**config.mk**
```make
export PLATFORM = sky130hd
export DESIGN_NAME = uart_rx_oversample
export DESIGN_NICKNAME = d
export VERILOG_FILES = /design/src/rtl/uart_pkg.sv /design/src/rtl/uart_sync_edge.sv /design/src/rtl/uart_rx_oversample.sv
export SDC_FILE = /design/constraint.sdc
export NUM_CORES = 1
export LEC_CHECK = 0
export CORE_ASPECT_RATIO = 0.75
export CORE_MARGIN = 5
export CORE_UTILIZATION = 55
export DETAILED_ROUTE_END_ITERATION = 6
export PLACE_DENSITY = 0.81
export SYNTH_ARGS = -nofsm -noshare
export SYNTH_HDL_FRONTEND = slang
export SYNTH_SLANG_ARGS = --single-unit
```
**constraint.sdc**
```tcl
create_clock -name i_Clk -period 2 [get_ports i_Clk]
set_input_delay 0.5 -clock i_Clk [delete_from_list [all_inputs] [get_ports i_Clk]]
set_output_delay 0.5 -clock i_Clk [all_outputs]
set_load 0.01 [all_outputs]
```
**src/rtl/uart_pkg.sv**
```systemverilog
// Shared UART definitions: FSM state encoding, default oversample factor and
// parity-sense constants. Used by both the receiver and the transmitter.
package uart_pkg;

  // Receiver/transmitter frame states
  typedef enum logic [2:0] {
    ST_IDLE   = 3'd0,
    ST_START  = 3'd1,
    ST_DATA   = 3'd2,
    ST_PARITY = 3'd3,
    ST_STOP   = 3'd4
  } uart_state_t;

  // Default number of baud-wave ticks per bit
  localparam int UART_OVERSAMPLE_DEFAULT = 16;

  // Parity sense selectors
  localparam bit UART_PARITY_EVEN = 1'b0;
  localparam bit UART_PARITY_ODD  = 1'b1;

endpackage : uart_pkg

```
**src/rtl/uart_sync_edge.sv**
```systemverilog
// Multi-flop synchronizer with a rising-edge detector on the synchronized
// level. The reset value is a parameter so an idle-high line does not look
// like an edge or a start bit coming out of reset.
module uart_sync_edge #(
  parameter int STAGES    = 2,
  parameter bit RESET_VAL = 1'b0
) (
  input  logic i_Clk,
  input  logic i_Rst_n,
  input  logic i_Async,
  output logic o_Level,
  output logic o_Rise
);

  logic [STAGES-1:0] sync_q;
  logic              prev_q;

  // Shift the asynchronous input through the synchronizer chain and keep the
  // previous synchronized value for edge detection.
  always_ff @(posedge i_Clk or negedge i_Rst_n) begin
    if (!i_Rst_n) begin
      sync_q <= {STAGES{RESET_VAL}};
      prev_q <= RESET_VAL;
    end else begin
      sync_q <= {sync_q[STAGES-2:0], i_Async};
      prev_q <= sync_q[STAGES-1];
    end
  end

  assign o_Level = sync_q[STAGES-1];
  assign o_Rise  = sync_q[STAGES-1] & ~prev_q;

endmodule : uart_sync_edge

```
**src/rtl/uart_rx_oversample.sv**
```systemverilog
// UART receiver driven by the 16x oversample baud wave. Both the baud wave and
// the serial line are synchronized to i_Clk; each rising edge of the baud wave
// becomes a one-cycle tick and all frame decoding advances on ticks only.
// Frame: start, DATA_BITS data bits LSB first, optional parity, one stop bit.
// Build option: define UART_RX_PARITY_EN to add a parity bit after the data.
//
// Handshake: o_Rx_Valid is a one-cycle pulse with no back-pressure; o_Rx_Data
// changes only in the cycle o_Rx_Valid is high and holds until the next good
// frame. o_Frame_Err and o_Rx_Valid never pulse together; o_Parity_Err pulses
// alongside whichever of them ends the frame.
module uart_rx_oversample
  import uart_pkg::*;
#(
  parameter int DATA_BITS   = 8,
  parameter int OVERSAMPLE  = UART_OVERSAMPLE_DEFAULT,
  parameter int SYNC_STAGES = 2,
  parameter bit PARITY_ODD  = UART_PARITY_EVEN
) (
  input  logic                 i_Clk,
  input  logic                 i_Rst_n,
  input  logic                 i_Rx_Baud,
  input  logic                 i_Rx_Serial,
  output logic [DATA_BITS-1:0] o_Rx_Data,
  output logic                 o_Rx_Valid,
  output logic                 o_Frame_Err,
  output logic                 o_Parity_Err,
  output logic                 o_Busy
);

  localparam int TW = $clog2(OVERSAMPLE);
  localparam int BW = $clog2(DATA_BITS + 1);
  localparam logic [TW-1:0] HALF_M1  = TW'(OVERSAMPLE / 2 - 1);
  localparam logic [TW-1:0] FULL_M1  = TW'(OVERSAMPLE - 1);
  localparam logic [BW-1:0] LAST_BIT = BW'(DATA_BITS - 1);

  logic                 tick;
  logic                 line;
  logic                 baud_level_unused;
  logic                 serial_rise_unused;

  // Current frame state; kept as a named signal so checkers can bind to it
  uart_state_t          state;
  logic [TW-1:0]        tick_cnt;
  logic [BW-1:0]        bit_cnt;
  logic [DATA_BITS-1:0] shift_q;
  // Set once the line has been seen high; cleared by a framing error so a
  // break or stuck-low line cannot start a new frame.
  logic                 armed;

  uart_sync_edge #(
    .STAGES    (SYNC_STAGES),
    .RESET_VAL (1'b0)
  ) u_baud_sync (
    .i_Clk   (i_Clk),
    .i_Rst_n (i_Rst_n),
    .i_Async (i_Rx_Baud),
    .o_Level (baud_level_unused),
    .o_Rise  (tick)
  );

  uart_sync_edge #(
    .STAGES    (SYNC_STAGES),
    .RESET_VAL (1'b1)
  ) u_serial_sync (
    .i_Clk   (i_Clk),
    .i_Rst_n (i_Rst_n),
    .i_Async (i_Rx_Serial),
    .o_Level (line),
    .o_Rise  (serial_rise_unused)
  );

`ifdef UART_RX_PARITY_EN
  // Parity mismatch captured in the parity bit, reported with the stop bit
  logic par_bad;
`else
  logic parity_odd_unused;
  assign parity_odd_unused = PARITY_ODD;
  assign o_Parity_Err      = 1'b0;
`endif

  // Frame decoder: all moves on ticks, result pulses registered for one cycle
  always_ff @(posedge i_Clk or negedge i_Rst_n) begin
    if (!i_Rst_n) begin
      state       <= ST_IDLE;
      tick_cnt    <= '0;
      bit_cnt     <= '0;
      shift_q     <= '0;
      armed       <= 1'b0;
      o_Rx_Data   <= '0;
      o_Rx_Valid  <= 1'b0;
      o_Frame_Err <= 1'b0;
      o_Busy      <= 1'b0;
`ifdef UART_RX_PARITY_EN
      par_bad      <= 1'b0;
      o_Parity_Err <= 1'b0;
`endif
    end else begin
      o_Rx_Valid  <= 1'b0;
      o_Frame_Err <= 1'b0;
`ifdef UART_RX_PARITY_EN
      o_Parity_Err <= 1'b0;
`endif
      if (tick) begin
        case (state)
          ST_IDLE: begin
            if (line) begin
              armed <= 1'b1;
            end else if (armed) begin
              state    <= ST_START;
              tick_cnt <= '0;
              o_Busy   <= 1'b1;
            end
          end
          ST_START: begin
            if (tick_cnt == HALF_M1) begin
              tick_cnt <= '0;
              if (!line) begin
                state   <= ST_DATA;
                bit_cnt <= '0;
              end else begin
                state  <= ST_IDLE;
                o_Busy <= 1'b0;
              end
            end else begin
              tick_cnt <= tick_cnt + TW'(1);
            end
          end
          ST_DATA: begin
            if (tick_cnt == FULL_M1) begin
              tick_cnt <= '0;
              shift_q  <= {line, shift_q[DATA_BITS-1:1]};
              bit_cnt  <= bit_cnt + BW'(1);
              if (bit_cnt == LAST_BIT) begin
`ifdef UART_RX_PARITY_EN
                state <= ST_PARITY;
`else
                state <= ST_STOP;
`endif
              end
            end else begin
              tick_cnt <= tick_cnt + TW'(1);
            end
          end
`ifdef UART_RX_PARITY_EN
          ST_PARITY: begin
            if (tick_cnt == FULL_M1) begin
              tick_cnt <= '0;
              par_bad  <= line ^ (^shift_q) ^ PARITY_ODD;
              state    <= ST_STOP;
            end else begin
              tick_cnt <= tick_cnt + TW'(1);
            end
          end
`endif
          ST_STOP: begin
            if (tick_cnt == FULL_M1) begin
              tick_cnt <= '0;
              state    <= ST_IDLE;
              o_Busy   <= 1'b0;
              if (line) begin
                o_Rx_Data  <= shift_q;
                o_Rx_Valid <= 1'b1;
              end else begin
                o_Frame_Err <= 1'b1;
                armed       <= 1'b0;
              end
`ifdef UART_RX_PARITY_EN
              o_Parity_Err <= par_bad;
`endif
            end else begin
              tick_cnt <= tick_cnt + TW'(1);
            end
          end
          default: begin
            state  <= ST_IDLE;
            o_Busy <= 1'b0;
          end
        endcase
      end
    end
  end

endmodule : uart_rx_oversample
```
==> qor.csv, run 1 <==
stage;metric;value;unit
logic_synthesis;Yosys top cell area share;52.1;%
flow_run;max_cap viols;0;
logic_synthesis;post-synthesis xor/xnor area fraction;0.536;%
critical_path;stages on the worst setup path;4;
global_route;largest net degree at the start of global routing;37;
logic_synthesis;Avg Cell Area, Syn;12.0;µm²
layout;Final Util;67.3;%
clocking;clock root buffer;clkbuf_8;
global_route;grt peak-use layer;met2;
logic_synthesis;syn nets;142;
critical_path;CP Launch Type;register;
sta;Final WS setup;0.131;ns
sta;Highest Clock Rate;535;MHz
critical_path;worst r2r src;tick_cnt[0]$_DFFE_PN0P_;
global_route;met1 Usage GRT;21.6;%
sta;unrepaired setup endpoints after global routing;no;
routing;Final ANT Viol Nets;0;
sta;setup tns final;0;ns
critical_path;number of buffers and inverters on the critical path;0;
routing;residual DRC count;0;
critical_path;critical path class;register to register;
critical_path;Crit Path Max Fanout;10;
logic_synthesis;synthesized cell area;0.00163;mm²
logic_synthesis;register area share after synthesis;55.3;%
global_route;initial antenna violation count;0;
critical_path;CP max-delay cell;nor3_4;
place;pre-CTS setup slack;0.0874;ns
clocking;post-CTS setup buffer count;0;
logic_synthesis;largest area contributor in the netlist;dfrtp_1;
sta;worst slew pin tran;0.544;ns
layout;Filler cells;226;
logic_synthesis;Synth Register Bits;36;
sta;Worst slew margin;63.6;%
routing;drt via density;5.84;
die;Die Area;0.00417;mm²
logic_synthesis;Synth Flop Type;dfrtp_1;
place;PortBufs;14;
global_route;global-route wire length before repair;5.23;mm
logic_synthesis;number of enable flip-flop cells after synthesis;0;
global_route;total gr overflow;0;
clocking;post-cts gate resize count;0;
routing;routed len/inst;16.2;µm
routing;router iterations before antenna repair;5;
die;Die X;72.9;µm
die;IO Count;16;
place;Final HPWL DP;2.15;mm
routing;total wire length;3.14;mm
pwr;peak supply drop;444;µV
sta;Final Cycle Share;93.5;%
die;core area;0.00289;mm²
clocking;CTS tree;built;
layout;share of layout cells above drive strength 1;23.7;%
sta;post-layout min period;1.87;ns
critical_path;crit path capture;shift_q[0]$_DFFE_PN0P_;
sta;Finish-stage setup viols;0;
die;die height;57.2;µm
logic_synthesis;fraction of the mapped netlist area in simple logic gates;16.3;%
sta;Max Slew Vio Count;0;
logic_synthesis;largest family of logic cells by synthesized area;simple AND/OR/NAND/NOR gates;
critical_path;FF-to-FF setup slack;0.13;ns
sta;Clock Skews;0.00999;ns
clocking;CTS Buf Count;5;
layout;diode count;0;
logic_synthesis;Syn Inst Count;136;
die;Starting Density;56.5;%
logic_synthesis;Synth Area in Compound Gates;13.1;%
routing;vias;1133;
pwr;Leak;0.885;nW
global_route;GRT met3 Usage;4.75;%
logic_synthesis;Synth warnings;0;
logic_synthesis;most common cell in the netlist;dfrtp_1;
logic_synthesis;Post-synth top cells;34 x dfrtp_1, 16 x mux2_2, 8 x nand2_1, 8 x o21ai_0, 5 x nand3_1;
routing;initial drt markers;135;
logic_synthesis;Yosys cell types;44;
critical_path;Critical Path AT;2.04;ns
global_route;vias in the first global route;1125;
critical_path;required time of the critical path;2.17;ns
global_route;Total GRT Usage;16.2;%
critical_path;reg2reg end;shift_q[0]$_DFFE_PN0P_;
die;row count;17;
critical_path;Critical Path Max Stage Delay;0.47;ns
logic_synthesis;multiplexer area fraction after synthesis;11.0;%
sta;Hold Vio Cnt, Final;0;
clocking;Clk Latency, worst-skew pair;0.28;ns
critical_path;Setup crit start;tick_cnt[0]$_DFFE_PN0P_;
logic_synthesis;FFs w/ async S/R, synth;100;%
clocking;CTS Buffer Depth;2;
outcome;status;complete, no violations;
clocking;hold buffers post-CTS;0;
critical_path;critical path cell sequence;ha_1, nand3_1, nor3_4, mux2_2;
place;Placer Congestion;0.840;
pwr;PD cells;979;mW/mm²
critical_path;Crit. End Element;register;
hold_path;worst min path class;register to register;
clocking;CTS Sinks;36;
clocking;CTS H-tree depth;2;
clocking;CTS clk-pin slew, worst paths;0.07;ns
layout;# nets final;161;
hold_path;worst hold start;u_baud_sync.sync_q[0]$_DFF_PN0_;
logic_synthesis;adder-cell share of the synthesized area;1.53;%
global_route;M2 GR Usage;25.7;%
layout;P&R area growth vs syn;19.1;%
critical_path;Top delay family on crit path;simple AND/OR/NAND/NOR gates;
critical_path;R2R cell count;4;
logic_synthesis;leading post-synthesis cells by cell area;dfrtp_1 52%, mux2_2 11%, dfstp_2 3.2%;
[stage by stage]
step | instance area, µm² | std cells | power [W] | hold slack [ns]
final | 1950 | 194 | 0.00191 | 0.349
after floorplan | 1630 | 136 | 0.00114 | 0.204
after global placement | 1820 | 186 | 0.00125 | 0.332
after global routing | 1950 | 194 | 0.00201 | 0.360
after detailed placement | 1820 | 186 | 0.00127 | 0.336
after CTS | 1930 | 194 | 0.00190 | 0.351
[how the worst min path moves through the flow]
stage	endpoint	slack, ns	depth (start not counted)
after floorplan	armed$_DFFE_PN0P_	0.20	0
after global placement	u_baud_sync.sync_q[1]$_DFF_PN0_	0.33	0
after detailed placement	u_baud_sync.sync_q[1]$_DFF_PN0_	0.34	0
after CTS	u_baud_sync.sync_q[1]$_DFF_PN0_	0.35	0
after global routing	u_serial_sync.sync_q[1]$_DFF_PN1_	0.36	0
final	u_baud_sync.sync_q[1]$_DFF_PN0_	0.35	0
[state kept, by name, indices dropped and copies added, names as in the netlist]
signal and cells:
u_baud_sync.prev_q 1, o_Rx_Valid 1, o_Busy 1, u_baud_sync.sync_q 2, bit_cnt 4, tick_cnt 4
o_Rx_Data 8, armed 1, shift_q 8, state 3, u_serial_sync.sync_q 2, o_Frame_Err 1
[cell families after synthesis]
kind of cell	count (synthesis)
AO/OA/AOI/OAI	30
XOR/XNOR	1
adder cells (fa/ha/maj)	2
buffers and inverters	7
flip-flops	36
multiplexers	16
other	1
AND/OR/NAND/NOR	43
[area by class of cell]
cell class                      instances  area [µm²]  share of cell area [%]
Tap cell                               38        47.5                    2.44
Sequential cell                        36         903                    46.4
Timing Repair Buffer                   18         170                    8.74
Clock buffer                            6        72.6                    3.73
Clock inverter                          2        35.0                    1.80
Inverter                                1        3.75                   0.193
Multi-Input combinational cell         93         714                    36.7
[cell usage in the layout, fill, tap and decap left out, types with 3 or more instances in the layout]
cell type	count
dfrtp_1	34
nand2_1	8
a21oi_1	3
nand3_1	5
o21ai_0	8
a21o_1	3
clkdlybuf4s50_1	14
mux2_2	16
clkbuf_8	5
o2111ai_1	3
buf_4	4
nor2_1	4
[where the power goes]
group          internal [W]  leakage [nW]  switching, W
logic              0.000193         0.357      0.000280
registers          0.000776         0.473     0.0000396
clock network      0.000370        0.0552      0.000247
total               0.00134         0.885      0.000567
[metal layers]
layer | vias to the layer above | share of wire [%] | wire length [µm]
li1 | 545 | - | -
met1 | 553 | 46 | 1450
met2 | 30 | 49 | 1530
met3 | 5 | 4.3 | 134
met4 | 0 | 0.67 | 21
met5 | - | 0 | 0
[worst reg2reg max path, stage by stage, from the launching register on]
cell	delay, ns
dfrtp_1	0.40
ha_1	0.29
nand3_1	0.19
nor3_4	0.47
mux2_2	0.40
Note: power is estimated with default switching activity, not from simulation.
==> run 2, diff against run 1 <==
--- a/config.mk
+++ b/config.mk
@@ -5,6 +5,7 @@
 export SDC_FILE = /design/constraint.sdc
 export NUM_CORES = 1
 export LEC_CHECK = 0
+export CAP_MARGIN = 20
 export CORE_ASPECT_RATIO = 0.75
 export CORE_MARGIN = 5
 export CORE_UTILIZATION = 55
==> constraint.sdc (replaced) <==
create_clock -name i_Clk -period 2 [get_ports i_Clk]
set_input_delay 0.5 -clock i_Clk [delete_from_list [all_inputs] [get_ports i_Clk]]
set_output_delay 0.5 -clock i_Clk [all_outputs]
set_load 0.1 [all_outputs]
==> run 2 against run 1 <==
Effect of this change: cell count did not move; core utilization grew 1.9 points; sequential share of layout area decreased by 1.3 points; largest power group unchanged; setup slack lost 0.023 ns; die area stayed put; routed wire length up 11%; highest routed layer unchanged; clock-buffer cell count up 2; non-clock buffer count unchanged; first-iteration DRC count fell by 54%; register-to-register slack got worse by 0.02 ns; global-route usage is 2.7 points higher; via count increased by 4.1%.
==> qor.csv, run 2 (synthesized netlist as in run 1, its figures left out) <==
stage;metric;value;unit
outcome;status;complete, no violations;
critical_path;stages on the worst setup path;4;
sta;setup tns final;0;ns
routing;total wire length;3.49;mm
flow_run;max_cap viols;0;
layout;most frequent cells in the layout;34 x dfrtp_1, 16 x mux2_2, 8 x nand2_1, 8 x o21ai_0, 8 x buf_12;
sta;Finish-stage setup viols;0;
routing;router iterations before antenna repair;4;
die;Starting Density;56.5;%
global_route;global-route wire length before repair;5.97;mm
routing;vias;1180;
pwr;PD cells;943;mW/mm²
layout;Multi-input gate area;714;µm²
pwr;Overall Power;0.00189;W
critical_path;required time of the critical path;2.17;ns
sta;unrepaired setup endpoints after global routing;no;
routing;initial drt markers;62;
place;Final HPWL DP;2.39;mm
sta;worst slew pin tran;0.563;ns
critical_path;Crit Path Max Fanout;10;
sta;Final Cycle Share;94.6;%
clocking;post-CTS setup buffer count;0;
die;die height;57.2;µm
routing;met2 wire len;1.77;mm
global_route;initial antenna violation count;0;
global_route;Total GRT Usage;18.8;%
layout;P&R area growth vs syn;22.5;%
pwr;Combinational Power Share;28.8;%
routing;drt via density;6.08;
pwr;Clock power frac;27.7;%
critical_path;FF-to-FF setup slack;0.11;ns
routing;Highest Signal Layer;met4;
global_route;largest net degree at the start of global routing;37;
die;IO Count;16;
critical_path;Top delay family on crit path;simple AND/OR/NAND/NOR gates;
die;core area;0.00289;mm²
pwr;P_int;0.00126;W
sta;Hold Vio Cnt, Final;0;
pwr;Net Sw Frac;33.1;%
layout;commonest non-fill, non-tap cell in the layout;dfrtp_1;
die;row count;17;
routing;routed len/inst;18.0;µm
clocking;CTS tree;built;
clocking;CTS clk-pin slew, worst paths;0.07;ns
critical_path;CP Launch Type;register;
pwr;Net Sw Power;0.000625;W
place;PortBufs;14;
pwr;Leak;0.921;nW
routing;residual DRC count;0;
pwr;peak supply drop;607;µV
clocking;clock root buffer;clkbuf_8;
critical_path;Critical Path Max Stage Delay;0.48;ns
hold_path;worst min path class;register to register;
routing;routed wl met3;179;µm
sta;Clock Skews;0.00910;ns
sta;Highest Clock Rate;528;MHz
hold_path;hold path cells;0;
global_route;total gr overflow;0;
place;Placer Congestion;0.820;
critical_path;critical path cell sequence;ha_1, nand3_1, nor3_4, mux2_2;
die;Die Area;0.00417;mm²
clocking;CTS Buffer Depth;2;
critical_path;reg2reg end;shift_q[4]$_DFFE_PN0P_;
global_route;vias in the first global route;1255;
layout;share of layout cells above drive strength 1;30.1;%
hold_path;worst hold start;u_serial_sync.sync_q[0]$_DFF_PN1_;
clocking;CTS Sinks;36;
critical_path;worst r2r src;tick_cnt[0]$_DFFE_PN0P_;
critical_path;Critical Path AT;2.06;ns
critical_path;Crit. End Element;register;
layout;# nets final;161;
layout;biggest regs;o_Rx_Data: 8 flops, shift_q: 8 flops;
critical_path;R2R cell count;4;
layout;diode count;0;
layout;Filler cells;217;
clocking;Clk Latency, worst-skew pair;0.29;ns
die;Die X;72.9;µm
clocking;CTS Buf Count;5;
layout;register area;903;µm²
sta;Worst slew margin;62.4;%
routing;M1 WL;1.45;mm
sta;post-layout min period;1.89;ns
critical_path;number of buffers and inverters on the critical path;0;
critical_path;CP max-delay cell;nor3_4;
routing;Final ANT Viol Nets;0;
hold_path;Worst Hold Path EP;u_serial_sync.sync_q[1]$_DFF_PN1_;
pwr;Seq pwr share;43.5;%
critical_path;critical path class;register to register;
sta;Max Slew Vio Count;0;
clocking;CTS H-tree depth;2;
-- run 2: cell type report --
class | count | share of cell area, %
tap | 38 | 2.38
clock buffer | 8 | 4.50
inverter | 1 | 0.188
sequential | 36 | 45.1
multi-input combinational | 93 | 35.7
timing repair buffer | 18 | 12.1
-- run 2: metal layers --
layer  global-route usage, %  vias up
met2                    30.5       44
met1                    23.8      581
met4                    7.89        0
met5                       0        -
met3                    5.28       13
li1                        -      542
-- run 2: how the worst max path moves through the flow --
stage | endpoint | slack, ns | startpoint
after floorplan | shift_q[0]$_DFFE_PN0P_ | 0.35 | state[0]$_DFFE_PN0P_
after global placement | shift_q[3]$_DFFE_PN0P_ | 0.19 | tick_cnt[0]$_DFFE_PN0P_
after detailed placement | shift_q[4]$_DFFE_PN0P_ | 0.09 | tick_cnt[0]$_DFFE_PN0P_
after CTS | o_Rx_Data[6]$_DFFE_PN0P_ | 0.07 | tick_cnt[0]$_DFFE_PN0P_
after global routing | shift_q[7]$_DFFE_PN0P_ | 0.03 | tick_cnt[0]$_DFFE_PN0P_
final | shift_q[4]$_DFFE_PN0P_ | 0.11 | tick_cnt[0]$_DFFE_PN0P_
-- run 2: what timing repair did --
action	in CTS	in global routing
hold buffers	0	0
resized for setup	0	2
endpoints found under the setup margin	0	17
-- run 2: power groups by stage --
| stage | clock network [W] | registers (W) | logic (W) |
|---|---|---|---|
| 6_report | 0.000523 | 0.000821 | 0.000545 |
| 5_1_grt | 0.000565 | 0.000826 | 0.000589 |
| 4_1_cts | 0.000532 | 0.000820 | 0.000522 |
| 3_5_place_dp | 0 | 0.000833 | 0.000519 |
| 3_3_place_gp | 0 | 0.000826 | 0.000493 |
| 2_1_floorplan | 0 | 0.000877 | 0.000318 |
-- run 2: per-stage QoR --
step | std cells | util (%) | hold WS, ns | instance area [µm²] | worst slack (ns)
after floorplan | 136 | - | 0.204 | 1630 | 0.355
after global placement | 186 | 65.5 | 0.332 | 1900 | 0.188
after detailed placement | 186 | 65.5 | 0.345 | 1900 | 0.0932
after CTS | 194 | 68.6 | 0.359 | 1990 | 0.0679
after global routing | 194 | 69.2 | 0.364 | 2000 | 0.0329
final | 194 | 69.2 | 0.360 | 2000 | 0.107
==> run 3, diff against run 2 <==
--- a/config.mk
+++ b/config.mk
@@ -5,7 +5,7 @@
 export SDC_FILE = /design/constraint.sdc
 export NUM_CORES = 1
 export LEC_CHECK = 0
-export CAP_MARGIN = 20
+export CAP_MARGIN = 10
 export CORE_ASPECT_RATIO = 0.75
 export CORE_MARGIN = 5
 export CORE_UTILIZATION = 55
==> results of run 3 <==
No change in the layout: final DEF, timing and power equal those of run 2.
